File: config.mk
export PLATFORM = sky130hd
export DESIGN_NAME = serial_subtractor
export DESIGN_NICKNAME = d
export VERILOG_FILES = /design/src/rtl/serial_subtractor.sv
export SDC_FILE = /design/constraint.sdc
export NUM_CORES = 1
export LEC_CHECK = 0
export CAP_MARGIN = 5
export CORE_ASPECT_RATIO = 1.5
export CORE_MARGIN = 10
export CORE_UTILIZATION = 45
export CTS_CLUSTER_DIAMETER = 60
export CTS_CLUSTER_SIZE = 25
export DETAILED_ROUTE_END_ITERATION = 16
export PLACE_DENSITY = 0.69
export SYNTH_ARGS = -nofsm -noshare
export SYNTH_HDL_FRONTEND = slang
export SYNTH_SLANG_ARGS = --single-unit
File: constraint.sdc
create_clock -name clk -period 4.5 [get_ports clk]
set_input_delay 0.45 -clock clk [delete_from_list [all_inputs] [get_ports clk]]
set_output_delay 0.45 -clock clk [all_outputs]
set_load 0.1 [all_outputs]
File: src/rtl/serial_subtractor.sv
// Bit-serial subtractor: diff = a - b - b_in, LSB first, one full-subtractor
// cell per clock with a borrow flip-flop and a start/done handshake.
//
// state   | meaning
// --------+-----------------------------------------------------------
// S_IDLE  | waiting for start; operands captured on accept
// S_SHIFT | one result bit per cycle, WIDTH cycles, busy=1
// S_DONE  | done=1 for one cycle, result registers valid
module serial_subtractor #(
  parameter int WIDTH = 8
) (
  input  logic             clk,
  input  logic             rst,
  input  logic             start,
  input  logic [WIDTH-1:0] a,
  input  logic [WIDTH-1:0] b,
  input  logic             b_in,
  output logic             busy,
  output logic             done,
  output logic [WIDTH-1:0] diff,
  output logic             b_out,
  output logic             ovf
);

  localparam int CW = $clog2(WIDTH);
  localparam logic [CW-1:0] LAST = CW'(WIDTH - 1);

  typedef enum logic [1:0] {
    S_IDLE,
    S_SHIFT,
    S_DONE
  } state_t;

  state_t           state;
  logic [WIDTH-1:0] a_sr;
  logic [WIDTH-1:0] b_sr;
  logic [WIDTH-1:0] res_sr;
  logic             br;
  logic [CW-1:0]    cnt;

  logic x, y, d, br_next;
  logic [WIDTH-1:0] res_next;

  always_comb begin
    x        = a_sr[0];
    y        = b_sr[0];
    d        = x ^ y ^ br;
    br_next  = (~x & y) | (~(x ^ y) & br);
    res_next = {d, res_sr[WIDTH-1:1]};
  end

  always_ff @(posedge clk or posedge rst) begin
    if (rst) begin
      state  <= S_IDLE;
      a_sr   <= '0;
      b_sr   <= '0;
      res_sr <= '0;
      br     <= 1'b0;
      cnt    <= '0;
      busy   <= 1'b0;
      done   <= 1'b0;
      diff   <= '0;
      b_out  <= 1'b0;
      ovf    <= 1'b0;
    end else begin
      case (state)
        S_IDLE: begin
          done <= 1'b0;
          if (start) begin
            a_sr  <= a;
            b_sr  <= b;
            br    <= b_in;
            cnt   <= '0;
            busy  <= 1'b1;
            state <= S_SHIFT;
          end
        end
        S_SHIFT: begin
          res_sr <= res_next;
          a_sr   <= a_sr >> 1;
          b_sr   <= b_sr >> 1;
          br     <= br_next;
          cnt    <= cnt + 1'b1;
          if (cnt == LAST) begin
            // br here is the borrow into the MSB; br_next is the borrow out
            busy  <= 1'b0;
            done  <= 1'b1;
            diff  <= res_next;
            b_out <= br_next;
            ovf   <= br ^ br_next;
            state <= S_DONE;
          end
        end
        S_DONE: begin
          done  <= 1'b0;
          state <= S_IDLE;
        end
        default: state <= S_IDLE;
      endcase
    end
  end

endmodule

==> results of run 1 <==
layer usage:
metal | up-vias | GRT usage
li1 | 602 | -
met1 | 631 | 0.127
met2 | 44 | 0.175
met3 | 8 | 0.0368
met4 | 0 | 0.0455
met5 | - | 0
worst register-to-register path: cells and delay by family, from the launching register on:
kind	cells	cell delay (ns)
AND/OR/NAND/NOR	1	0.77
AO/OA/AOI/OAI	2	0.38
flip-flops	1	0.67
layout make-up:
class | count | area [um2]
fillers | 355 | 1710
flip-flops and latches | 41 | 1030
multi-input cells | 87 | 709
repair buffers | 32 | 318
inverters | 18 | 70.1
clock buffers | 5 | 68.8
well taps | 45 | 56.3
clock inverters | 2 | 35.0
stage by stage:
stage          cell area, um2  utilization
2_1_floorplan            1880            -
3_3_place_gp             2180        0.546
3_5_place_dp             2180        0.546
4_1_cts                  2280        0.572
5_1_grt                  2280        0.572
6_report                 2280        0.572
state kept, by name, summed over array words and instances (netlist names), 2 cells and up:
register / count
a_sr: 8
state: 2
b_sr: 8
res_sr: 7
cnt: 3
diff: 8
placed cells by master, fill, tap and decap left out, drive strengths merged, types with 2 or more instances in the layout:
master,Yosys,layout
nor2,17,17
nand3b,3,3
dfrtp,41,41
clkdlybuf4s50,0,31
nand2,5,5
clkbuf,0,5
a22o,4,4
a32oi,11,11
mux2,15,15
o221a,2,2
ha,2,2
a21oi,4,4
inv,18,18
o21ai,5,5
o21a,11,11
how the worst min path moves through the flow:
stage                  from      end  slack (ns)  cells past startpoint
floorplan            cnt[0]   cnt[0]        0.46                      1
global placement        ovf      ovf        0.46                      2
detailed placement  b_sr[3]  b_sr[3]        0.48                      1
CTS                     ovf      ovf        0.50                      2
global route        a_sr[2]  a_sr[2]        0.53                      1
finish              b_sr[3]  b_sr[3]        0.49                      1
cell families after synthesis:
group | count (synthesis) | share of synthesized area
AOI/OAI and AO/OA | 41 | 0.167
and+or+nand+nor | 27 | 0.0811
buffers and inverters | 27 | 0.0784
adders and majority gates | 3 | 0.0239
DFF | 41 | 0.545
xor gates and xnor gates | 1 | 0.00465
muxes | 15 | 0.0997
==> flow_summary.toml, run 1 <==
[cts]
cts_resized = 0
cts_tree = "yes"
cts_buffer_depth = 2
post-cts-setup-buffer-count = 0
insertion_delay_ns = 0.29
ctsRootBufferMaster = "clkbuf_8"
path_clk_slew_ns = 0.08
hold_buffers = 0
cts-buffers-inserted = 5
cts_sinks = 41
h-tree-depth = 2

[sta]
slew_violations = 0
fin_ws_ns = 2.23
hold_viol_final = 0
skew_ns = 0.00501
fmaxAchievable_ghz = 0.441
rsz0062_at_grt = "false"
period_needed_ns = 2.27
post-route-period-util = 0.504
tns_ns = 0
tightest_slew_ns = 0.982
whs_ns = 0.494
slew_headroom = 0.344
finalSetupViolCount = 0

[worst_setup_path]
reg2reg_slack_ns = 2.57
crit_start = "busy"
worstPathArrival_ns = 1.82
worstSetupEndpointType = "output pin"
cp-endpoint = "busy"
worstRegToRegCells = 3
slowest_stage = "clkdlybuf4s50_1"
critical_path.cell_chain = "clkdlybuf4s50_1"
start_kind = "register"
cp.depth = 1
cp.required_ns = 4.05
path_buf_inv = 1
cp_slowest_stage_delay_ns = 1.15
r2r_start = "state[0]"
r2r-end = "b_sr[5]"
worstSetupPathType = "register to output pin"
worstPathMaxFanout = 3
cp_top_family = "buffers and inverters"

[synthesis]
yosysSeqAreaShare = 0.545
synth.distinct_cells = 30
yosys-top-cells-count = "dfrtp_1 (41), inv_1 (17), nor2_1 (15)"
async_flop_share = 1.00
syn_avg_cell_area_um2 = 12.1
netlist_area_mm2 = 0.00188
syn-num-nets = 178
syn_inst = 155
ys_ff_latch = 41
synth-edff-count = 0
synthTopCellsByArea = "dfrtp_1 (54%), mux2_2 (6.0%), a32oi_1 (5.1%)"
yosysMostFrequentCell = "dfrtp_1"
synth_top_area_frac = 0.545
yosys_most_used_dff = "dfrtp_1"
yosys_warnings = 0
synth_top_cell_by_area = "dfrtp_1"

[grt]
grt_max_degree = 42
overflow = 0
antenna_found_initial = 0
grt_pass1_vias = 1392
track_usage = 0.108
grt_pass1_wl_um = 6380

[floorplan]
top_level_ports = 32
start_util = 0.471
die_area_mm2 = 0.00723
dieWidth_um = 72.8
row_count = 28
die_h_um = 99.2
core_mm2 = 0.00399

[routing]
first_iter_violations = 48
routed_wl_um = 3630
top_layer_used = "met4"
wl_met2_um = 1820
met1Wirelength_um = 1540
ant_nets = 0
vias_per_cell = 5.59
first_pass_iters = 4
dr_wl_met3_um = 190
routed-via-count = 1285
remaining_drc_errors = 0
wl_per_cell_um = 15.8

[finish]
drive_gt1_frac = 0.168
area_growth_pct = 21.3
diodes = 0
nNetsFinal = 208
stdcell_count = 230

[outcome]
status = "finished, final reports clean"

[placed_design]
place_congestion = 0.767
place_ws_ns = 2.25
dp_hpwl_um = 2650
placed_cells = 223
port_buffers = 31

[run]
maxCapViolations = 0

[worst_hold_path]
min_path_type = "register to register"
Power of run 1 is left out: the tool's default activity adds up to more than one toggle a clock period on the data nets, which glitch-free logic cannot reach.
==> run 2, diff against run 1 <==
Settings changed: PLACE_DENSITY 0.69 to 0.72.
Clock period 4.5 ns to 1.9 ns, I/O delays scaled along.
==> flow_summary.toml, run 2 (synthesis results as in run 1) <==
[worst_setup_path]
worstPathMaxFanout = 13
cp_slowest_stage_delay_ns = 0.66
worstSetupPathType = "register to register"
worstRegToRegCells = 3
start_kind = "register"
worstPathArrival_ns = 1.85
worstSetupEndpointType = "register"
slowest_stage = "nor2_1"
cp.required_ns = 2.08
critical_path.cell_chain = "nor2_1 -> a32oi_1 -> o21a_1"

[grt]
grt_pass1_wl_um = 6470
met3_usage = 0.0378
globalRouteMet2Util = 0.197
gr-max-usage-layer = "met2"
grt_use_met1 = 0.111
overflow = 0
antenna_found_initial = 0
grt_pass1_vias = 1403
track_usage = 0.110
grt_max_degree = 42

[run]
maxCapViolations = 0

[finish]
fin_area_mm2 = 0.00227
diodes = 0
finish.utilization = 0.568
nFillCells = 340
drive_gt1_frac = 0.251
area_growth_pct = 20.5
nNetsFinal = 213
layout_common_cells = "dfrtp_1 (41), clkdlybuf4s50_1 (19), buf_4 (18), inv_1 (17), nor2_1 (15)"
largestRegisters = "a_sr (8), b_sr (8), diff (8)"
final_common_cell = "dfrtp_1"

[floorplan]
die_h_um = 99.2
row_count = 28
core_mm2 = 0.00399
start_util = 0.471
top_level_ports = 32
dieWidth_um = 72.8
die_area_mm2 = 0.00723

[sta]
tns_ns = 0
tightest_slew_ns = 0.783
slew_violations = 0
period_needed_ns = 1.66
slew_headroom = 0.476
fin_ws_ns = 0.236
rsz0062_at_grt = "false"
skew_ns = 0.00671
hold_viol_final = 0
finalSetupViolCount = 0
post-route-period-util = 0.876
fmaxAchievable_ghz = 0.601

[placed_design]
port_buffers = 31
dp_hpwl_um = 2800
place_congestion = 0.813
dpl_cell_area_mm2 = 0.00219
place_ws_ns = 0.274

[cts]
h-tree-depth = 2
ctsRootBufferMaster = "clkbuf_8"
cts_sinks = 41
cts_tree = "yes"
cts-buffers-inserted = 5
cts_resized = 0
hold_buffers = 0
path_clk_slew_ns = 0.08
cts_buffer_depth = 2
insertion_delay_ns = 0.29
post-cts-setup-buffer-count = 0

[routing]
wl_per_cell_um = 15.8
first_iter_violations = 75
remaining_drc_errors = 0
first_pass_iters = 4
routed_wl_um = 3720
ant_nets = 0
routed-via-count = 1278
vias_per_cell = 5.42

[outcome]
status = "finished, final reports clean"

[worst_hold_path]
min_path_type = "input pin to asynchronous set/reset pin"
-- run 2: cell types whose count changed in the layout (fill, tap and decap cells not counted), sizes merged --
cell / previous run / this run
bufinv: 1 / 0
buf: 1 / 18
clkbuf: 5 / 6
clkinv: 1 / 2
clkdlybuf4s50: 31 / 19
-- run 2: area by class of cell --
type / instances / area (um2) / share of cell area
tap: 45 / 56.3 / 0.0248
clock buffer: 6 / 72.6 / 0.0320
clock inverter: 2 / 10.0 / 0.00441
multi-input combinational: 87 / 709 / 0.313
timing repair buffer: 37 / 325 / 0.143
sequential: 41 / 1030 / 0.452
inverter: 18 / 70.1 / 0.0309
-- run 2: metal layers --
layer | routed length (um) | part of all wire | vias to the layer above
met5 | 0 | 0 | -
met4 | 57 | 0.015 | 0
met3 | 169 | 0.045 | 6
met2 | 2000 | 0.54 | 39
met1 | 1490 | 0.40 | 625
li1 | - | - | 608
-- run 2: metrics by stage --
stage / cells / hold WS, ns
finish: 236 / 0.320
global route: 236 / 0.397
CTS: 236 / 0.328
detailed placement: 228 / 0.485
global placement: 228 / 0.467
floorplan: 155 / 0.323
-- run 2: worst paths after layout --
path                            slack [ns]       to      from
worst max-delay path                  0.24  b_sr[6]  state[0]
max in group asynchronous             1.23  a_sr[3]       rst
worst min register to register        0.49  a_sr[1]   a_sr[1]
min in group clk                      0.49  a_sr[7]      a[7]
worst max register to register        0.24  b_sr[6]  state[0]
worst min-delay path                  0.32  diff[0]       rst
-- run 2: worst max-delay path, delay by kind of cell (launching register included) --
family,cells,cell delay [ns]
AO/OA/AOI/OAI,2,0.37
flip-flops,1,0.53
AND/OR/NAND/NOR,1,0.66
Power of run 2 is left out for the same reason.
==> run 3, diff against run 2 <==
Settings changed: CTS_CLUSTER_DIAMETER 60 to not set, PLACE_DENSITY 0.72 to 0.76.
==> flow_summary.toml, run 3 (synthesis results as in run 1) <==
[finish]
diodes = 0
final_common_cell = "dfrtp_1"
largestRegisters = "a_sr (8), b_sr (8), diff (8)"
nNetsFinal = 214
drive_gt1_frac = 0.260
nFillCells = 357
layout_common_cells = "dfrtp_1 (41), clkdlybuf4s50_1 (19), buf_4 (19), inv_1 (17), nor2_1 (15)"
area_growth_pct = 21.5

[placed_design]
place_congestion = 0.776
dp_hpwl_um = 2890
port_buffers = 31

[routing]
ant_nets = 0
first_iter_violations = 71
routed-via-count = 1285
remaining_drc_errors = 0
routed_wl_um = 3830
first_pass_iters = 4
wl_per_cell_um = 16.1
vias_per_cell = 5.42

[floorplan]
die_area_mm2 = 0.00723
row_count = 28
top_level_ports = 32
dieWidth_um = 72.8
die_h_um = 99.2
core_mm2 = 0.00399
start_util = 0.471

[sta]
tightest_slew_ns = 0.504
rsz0062_at_grt = "false"
post-route-period-util = 0.808
period_needed_ns = 1.54
slew_violations = 0
tns_ns = 0
finalSetupViolCount = 0
slew_headroom = 0.664
whs_ns = 0.298
skew_ns = 0.0133
hold_viol_final = 0
fmaxAchievable_ghz = 0.651

[cts]
cts_sinks = 41
hold_buffers = 0
cts-buffers-inserted = 5
cts_resized = 0
cts_buffer_depth = 2
insertion_delay_ns = 0.30
ctsRootBufferMaster = "clkbuf_8"
post-cts-setup-buffer-count = 0
h-tree-depth = 2
path_clk_slew_ns = 0.09
cts_tree = "yes"

[worst_setup_path]
start_kind = "register"
worstPathArrival_ns = 1.78
worstSetupEndpointType = "register"
cp.required_ns = 2.14
worstRegToRegCells = 5
worstSetupPathType = "register to register"
reg2reg_slack_ns = 0.36
r2r_start = "state[0]"
r2r-end = "b_sr[4]"
worstPathMaxFanout = 13

[grt]
overflow = 0
grt_max_degree = 42
grt_pass1_wl_um = 6820
grt_pass1_vias = 1445
antenna_found_initial = 0
track_usage = 0.116

[worst_hold_path]
min_path_type = "input pin to asynchronous set/reset pin"

[outcome]
status = "finished, final reports clean"

[run]
maxCapViolations = 0
## run 3: area by class of cell
| class | count | area, um2 | share of cell area |
|---|---|---|---|
| well taps | 45 | 56.3 | 0.0246 |
| repair buffers | 38 | 333 | 0.145 |
| inverters | 18 | 70.1 | 0.0306 |
| clock buffers | 5 | 68.8 | 0.0301 |
| flip-flops and latches | 41 | 1030 | 0.448 |
| multi-input cells | 87 | 709 | 0.310 |
| clock inverters | 3 | 25.0 | 0.0109 |
## run 3: routing by layer
metal,vias to the layer above,GRT usage,part of all wire
li1,612,-,-
met1,639,0.121,0.40
met2,29,0.200,0.53
met3,5,0.0448,0.058
met4,0,0.0455,0.014
met5,-,0,0
## run 3: worst max path at each step
| stage | startpoint | endpoint | slack, ns | cells past startpoint |
|---|---|---|---|---|
| floorplan | cnt[0] | diff[0] | 0.44 | 5 |
| global placement | state[1] | res_sr[6] | 0.44 | 3 |
| detailed placement | state[0] | b_sr[4] | 0.40 | 5 |
| CTS | state[0] | b_sr[4] | 0.38 | 5 |
| global route | state[0] | a_sr[6] | 0.24 | 5 |
| finish | state[0] | b_sr[4] | 0.36 | 5 |
## run 3: worst max-delay path, stage by stage (launching register included)
cell and delay [ns]:
dfrtp_1 0.61, buf_4 0.24, nor2_1 0.05, buf_4 0.20, a32oi_1 0.22, o21a_1 0.15
## run 3: through the flow
stage	cell area (um2)	cells	setup slack [ns]	utilization
finish	2290	237	0.364	0.573
CTS	2290	237	0.376	0.573
global route	2290	237	0.240	0.573
global placement	2190	229	0.439	0.549
floorplan	1880	155	0.439	-
detailed placement	2190	229	0.395	0.549
Power of run 3 is left out for the same reason.
